--- config.mk ---
export PLATFORM = sky130hd
export DESIGN_NAME = mem_access_stage
export DESIGN_NICKNAME = d
export VERILOG_FILES = /design/src/rtl/mem_access_stage.sv
export SDC_FILE = /design/constraint.sdc
export NUM_CORES = 1
export LEC_CHECK = 0
export BUFFER_PORTS_ARGS = -buffer_cell sky130_fd_sc_hd__buf_2
export CORE_ASPECT_RATIO = 0.75
export CORE_MARGIN = 2
export CORE_UTILIZATION = 25
export DETAILED_ROUTE_END_ITERATION = 16
export PLACE_DENSITY = 0.5
export REMOVE_ABC_BUFFERS = 1
export SKIP_LAST_GASP = 1
export SLEW_MARGIN = 40
export SYNTH_ARGS = -nofsm -noshare
export SYNTH_HDL_FRONTEND = slang
export SYNTH_SLANG_ARGS = --single-unit
--- constraint.sdc ---
create_clock -name clk -period 5.9 [get_ports clk]
set_input_delay 0.59 -clock clk [delete_from_list [all_inputs] [get_ports clk]]
set_output_delay 0.59 -clock clk [all_outputs]
set_load 0.005 [all_outputs]
--- src/rtl/mem_access_stage.sv ---
// rtl/mem_access_stage.sv - MIPS memory stage: registers execute outputs, runs data-memory access, retires to write-back
//
// Ports:
//   clk, reset              clock; synchronous active-high reset
//   ex_valid, is_nop_in     instruction presented by execute / bubble marker
//   ALU_result, rt_data_in  ALU result or effective address / store data
//   rd_num                  destination register
//   register_write_in       instruction writes the register file
//   register_src_in         write-back source: 00 ALU, 01 memory, 10 link, 11 ALU
//   we_memory_in            store
//   is_word_in              1 = word access, 0 = byte access
//   inst_addr_in            instruction address (link value base)
//   halted_controller_in    halt instruction
//   stall                   execute must hold its outputs
//   mem_req/we/addr/wdata/byte_en, mem_ack/rdata   data-memory req/ack port
//   wb_valid/we/rd/data     retirement to write-back
//   misaligned              retired access was a misaligned word (valid with wb_valid)
//   halted                  sticky halt indication

module mem_access_stage #(
    parameter logic [31:0] PC_LINK_OFFSET = 32'd8
) (
    input  logic        clk,
    input  logic        reset,
    input  logic        ex_valid,
    input  logic        is_nop_in,
    input  logic [31:0] ALU_result,
    input  logic [31:0] rt_data_in,
    input  logic [4:0]  rd_num,
    input  logic        register_write_in,
    input  logic [1:0]  register_src_in,
    input  logic        we_memory_in,
    input  logic        is_word_in,
    input  logic [31:0] inst_addr_in,
    input  logic        halted_controller_in,
    output logic        stall,
    output logic        mem_req,
    output logic        mem_we,
    output logic [31:0] mem_addr,
    output logic [31:0] mem_wdata,
    output logic [3:0]  mem_byte_en,
    input  logic        mem_ack,
    input  logic [31:0] mem_rdata,
    output logic        wb_valid,
    output logic        wb_we,
    output logic [4:0]  wb_rd,
    output logic [31:0] wb_data,
    output logic        misaligned,
    output logic        halted
);

    typedef enum logic [1:0] {S_IDLE, S_REQ, S_HALT} state_t;

    state_t state, next_state;

    // Fields of the instruction held while its memory access is outstanding
    logic [31:0] q_addr;
    logic [31:0] q_rt;
    logic [4:0]  q_rd;
    logic        q_write;
    logic        q_store;
    logic        q_word;
    logic        q_halt;

    logic accept;
    logic is_mem_in;
    logic misalign_in;
    logic in_req;
    logic ack_done;
    logic [7:0]  load_byte;
    logic [31:0] load_data;

    assign accept      = (state == S_IDLE) && ex_valid && !is_nop_in;
    assign is_mem_in   = we_memory_in || (register_src_in == 2'b01);
    assign misalign_in = is_word_in && (ALU_result[1:0] != 2'b00);
    assign in_req      = (state == S_REQ);
    assign ack_done    = in_req && mem_ack;

    // Request fields are driven from captured state, so they stay stable until ack
    assign stall       = in_req;
    assign mem_req     = in_req;
    assign mem_we      = in_req && q_store;
    assign mem_addr    = in_req ? {q_addr[31:2], 2'b00} : 32'd0;
    assign mem_byte_en = !in_req ? 4'b0000 : (q_word ? 4'b1111 : (4'b0001 << q_addr[1:0]));
    assign mem_wdata   = !in_req ? 32'd0 : (q_word ? q_rt : {4{q_rt[7:0]}});

    // Little-endian byte lane select, sign-extended for byte loads
    always_comb begin
        load_byte = 8'd0;
        case (q_addr[1:0])
            2'd0: load_byte = mem_rdata[7:0];
            2'd1: load_byte = mem_rdata[15:8];
            2'd2: load_byte = mem_rdata[23:16];
            2'd3: load_byte = mem_rdata[31:24];
            default: load_byte = 8'd0;
        endcase
        load_data = q_word ? mem_rdata : {{24{load_byte[7]}}, load_byte};
    end

    always_ff @(posedge clk) begin
        if (reset) begin
            state <= S_IDLE;
        end else begin
            state <= next_state;
        end
    end

    always_comb begin
        next_state = state;
        case (state)
            S_IDLE: begin
                if (accept) begin
                    if (is_mem_in && !misalign_in) begin
                        next_state = S_REQ;
                    end else if (halted_controller_in) begin
                        next_state = S_HALT;
                    end
                end
            end
            S_REQ: begin
                if (mem_ack) begin
                    next_state = q_halt ? S_HALT : S_IDLE;
                end
            end
            S_HALT:  next_state = S_HALT;
            default: next_state = S_IDLE;
        endcase
    end

    always_ff @(posedge clk) begin
        if (reset) begin
            q_addr     <= 32'd0;
            q_rt       <= 32'd0;
            q_rd       <= 5'd0;
            q_write    <= 1'b0;
            q_store    <= 1'b0;
            q_word     <= 1'b0;
            q_halt     <= 1'b0;
            wb_valid   <= 1'b0;
            wb_we      <= 1'b0;
            wb_rd      <= 5'd0;
            wb_data    <= 32'd0;
            misaligned <= 1'b0;
            halted     <= 1'b0;
        end else begin
            wb_valid   <= 1'b0;
            misaligned <= 1'b0;
            // Registered from the state so it trails the halt instruction's retirement by a cycle
            halted     <= (state == S_HALT);

            if (accept) begin
                q_addr  <= ALU_result;
                q_rt    <= rt_data_in;
                q_rd    <= rd_num;
                q_write <= register_write_in;
                q_store <= we_memory_in;
                q_word  <= is_word_in;
                q_halt  <= halted_controller_in;

                if (!is_mem_in) begin
                    wb_valid <= 1'b1;
                    wb_we    <= register_write_in;
                    wb_rd    <= rd_num;
                    wb_data  <= (register_src_in == 2'b10) ? (inst_addr_in + PC_LINK_OFFSET)
                                                           : ALU_result;
                end else if (misalign_in) begin
                    wb_valid   <= 1'b1;
                    wb_we      <= 1'b0;
                    wb_rd      <= rd_num;
                    wb_data    <= ALU_result;
                    misaligned <= 1'b1;
                end
            end

            if (ack_done) begin
                wb_valid <= 1'b1;
                wb_we    <= q_write && !q_store;
                wb_rd    <= q_rd;
                wb_data  <= load_data;
            end
        end
    end

endmodule

==> flow_summary.ini <==
[status]
status = finished, final reports clean

[pwr]
power_leakage_nw = 3.57
p_per_area_mw_per_mm2 = 276
vdd_drop_max_v = 0.000201

[critical_path]
crit_path_max_fanout = 9
r2r_start = state[1]$_SDFFE_PP0P_
worst-setup-path-type = flip-flop to output pin
critPathMostFrequentCell = nor2_1
required_ns = 5.31
max_stage_delay_ns = 0.64
endpoint_kind = output pin
critPathSlowestCell = nor2_1
start_kind = flip-flop
cp-startpoint = q_addr[1]$_SDFFE_PP0P_
crit_chain = buf_4, nor2_1, nor2_1, nor2_1, buf_2
arrival_ns = 2.14

[die]
fp-row-count = 49
coreArea_sq_mm = 0.0241
ioPinCount = 256
die_h_um = 140
dieArea_sq_mm = 0.0260
die_w_um = 185
initial_core_util_pct = 25.6

[sta]
timing.final.ws_setup_ns = 3.17
worstMarginPinSlew_ns = 0.811
clock.fmax_mhz = 366
hold_viol_final = 0
layout_min_cycle_time_ns = 2.73
grt_setup_unrepaired = no
slew_violations = 0
finalSetupViolations = 0
setup_tns_ns = 0
fin_crit_sh_pct = 46.3
finalClockSkew_ns = 0.00886
relSlewSlack_pct = 45.7

[clock_tree]
cts_tree = built
clockBufferDepth = 2
clock_latency_ns = 0.43
ctsHoldBuffers = 0
post_cts_buffers = 0
root_buffer = clkbuf_16
ctsHtreeMaxLevel = 4
cts_buffers = 17
cts_resized = 0
path_clk_slew_ns = 0.06
clkSinkCount = 116

[min_path]
min_from = rt_data_in[17]
hold_path_class = input pin to flip-flop

[synth]
yosysSeqAreaShare_pct = 37.6
syn-cell-area_sq_mm = 0.00617
ys_seq_elements = 116
synth_area_leaders = dfxtp_1 38%, nand2_1 13%, a21oi_1 12%
async_flop_share_pct = 0
synth_cells = 845
ys.flop_type = dfxtp_1
synth_cell_types = 67
synth_largest_area_cell = dfxtp_1
synth-edff-count = 0
yosysWarnings = 0
syn_avg_cell_area_sq_um = 7.30
synth_top_area_share_pct = 37.6

[global_routing]
track_usage_pct = 20.0
grt_pass1_wl_um = 38900
grt_pass1_vias = 6402
grt_antenna_before_repair = 5
grt_max_degree = 80
grt-ovfl-total = 0

[detailed_routing]
drtIter0Drc = 359
drc = 0
vias = 6834
routed_via_density = 4.85
wl_per_cell_um = 18.7
first_pass_iters = 5
wl_um = 26300
ant_nets = 0

[placed_design]
place.gp.congestion = 0.836
dpl.hpwl_um = 18900
dpl-instance-area_sq_mm = 0.00771
portBuffers = 253
pre_cts_ws_ns = 3.18

[cells_and_area]
syn2layout_area_growth_pct = 35.6
fin_area_sq_mm = 0.00836
final_cell_mix = 252 x buf_2, 206 x nand2_1, 142 x a21oi_1, 115 x dfxtp_1, 51 x nor2_1
drive_above_1_share_pct = 29.9
layout_commonest_cell = buf_2
nets = 1205

[flow_run]
max_cap_violations = 0
==> state kept, by name, summed over array words and instances (netlist names) <==
| signal | cells |
|---|---|
| halted | 1 |
| misaligned | 1 |
| q_addr | 32 |
| q_halt | 1 |
| q_rd | 5 |
| q_rt | 32 |
| q_store | 1 |
| q_word | 1 |
| q_write | 1 |
| state | 2 |
| wb_data | 32 |
| wb_rd | 5 |
| wb_valid | 1 |
| wb_we | 1 |
==> Yosys cell counts, types with 4 or more instances <==
| master | number |
|---|---|
| buf_2 | 7 |
| a31oi_1 | 9 |
| nand2b_1 | 4 |
| o21ai_0 | 8 |
| clkbuf_1 | 55 |
| nor2_1 | 52 |
| a21o_1 | 6 |
| nor3_1 | 17 |
| buf_1 | 5 |
| o221ai_1 | 6 |
| xor2_1 | 10 |
| a22o_1 | 9 |
| inv_1 | 7 |
| nand2_1 | 206 |
| o31ai_1 | 5 |
| mux2i_1 | 11 |
| a21oi_1 | 142 |
| nand3_1 | 19 |
| dfxtp_1 | 116 |
| nand4_1 | 13 |
| xnor2_1 | 6 |
| and2_1 | 43 |
| o211ai_1 | 7 |
| nor4_1 | 12 |
==> worst paths after layout <==
path | cells after the start | end | slack, ns
setup / recovery | 5 | mem_byte_en[0] | 3.17
setup reg to reg | 7 | wb_data[25]$_SDFFE_PP0P_ | 3.48
hold reg to reg | 2 | q_addr[21]$_SDFFE_PP0P_ | 0.45
hold / removal | 3 | q_rt[17]$_SDFFE_PP0P_ | 0.40
==> stage by stage <==
step	std cells	hold WS [ns]	power (mW)	utilization [%]
floorplan	774	0.425	0.999	-
global placement	1370	0.438	1.17	31.8
detailed placement	1372	0.444	1.18	32.0
CTS	1404	0.374	2.33	34.7
global route	1406	0.381	2.41	34.7
finish	1408	0.398	2.30	34.7
==> critical path: cells and delay by family, from the launching register on <==
family,cells,cell delay [ns]
DFF,1,0.51
buffers and inverters,2,0.43
and+or+nand+nor,3,0.77
==> logic make-up (layout without fill, tap and decap cells) <==
| logic type | count (synthesis) | after routing | share of synthesized area [%] |
|---|---|---|---|
| XOR/XNOR | 17 | 17 | 2.53 |
| AO/OA/AOI/OAI | 221 | 221 | 21.6 |
| adder cells (fa/ha/maj) | 1 | 1 | 0.203 |
| multiplexers | 14 | 14 | 2.51 |
| buffers and inverters | 79 | 306 | 5.37 |
| flip-flops | 116 | 116 | 37.6 |
| AND/OR/NAND/NOR | 396 | 396 | 30.1 |
| other | 1 | 6 | 0.0608 |
==> layout make-up <==
type                    instances  area, sq um
clock inverters                14          201
multi-input cells             651         3550
flip-flops and latches        116         2320
well taps                     331          414
repair buffers                267         1400
fillers                      2660        15700
diodes                          4         10.0
clock buffers                  18          439
inverters                       7         26.3
==> per-layer routing <==
metal | GRT usage, % | vias up | wire length (um)
met5 | 0 | - | 36
met4 | 7.06 | 6 | 473
met3 | 5.41 | 36 | 1950
met2 | 28.4 | 231 | 10800
met1 | 28.9 | 3190 | 13000
li1 | - | 3371 | -
==> power breakdown <==
part	leakage (nW)	internal (mW)	total, mW	switching [mW]
Combinational	2.31	0.116	0.307	0.191
Sequential	0.947	0.827	0.852	0.0251
Clock	0.308	0.723	1.15	0.422
Total	3.57	1.67	2.30	0.638
(Power assumes the default switching activity.)
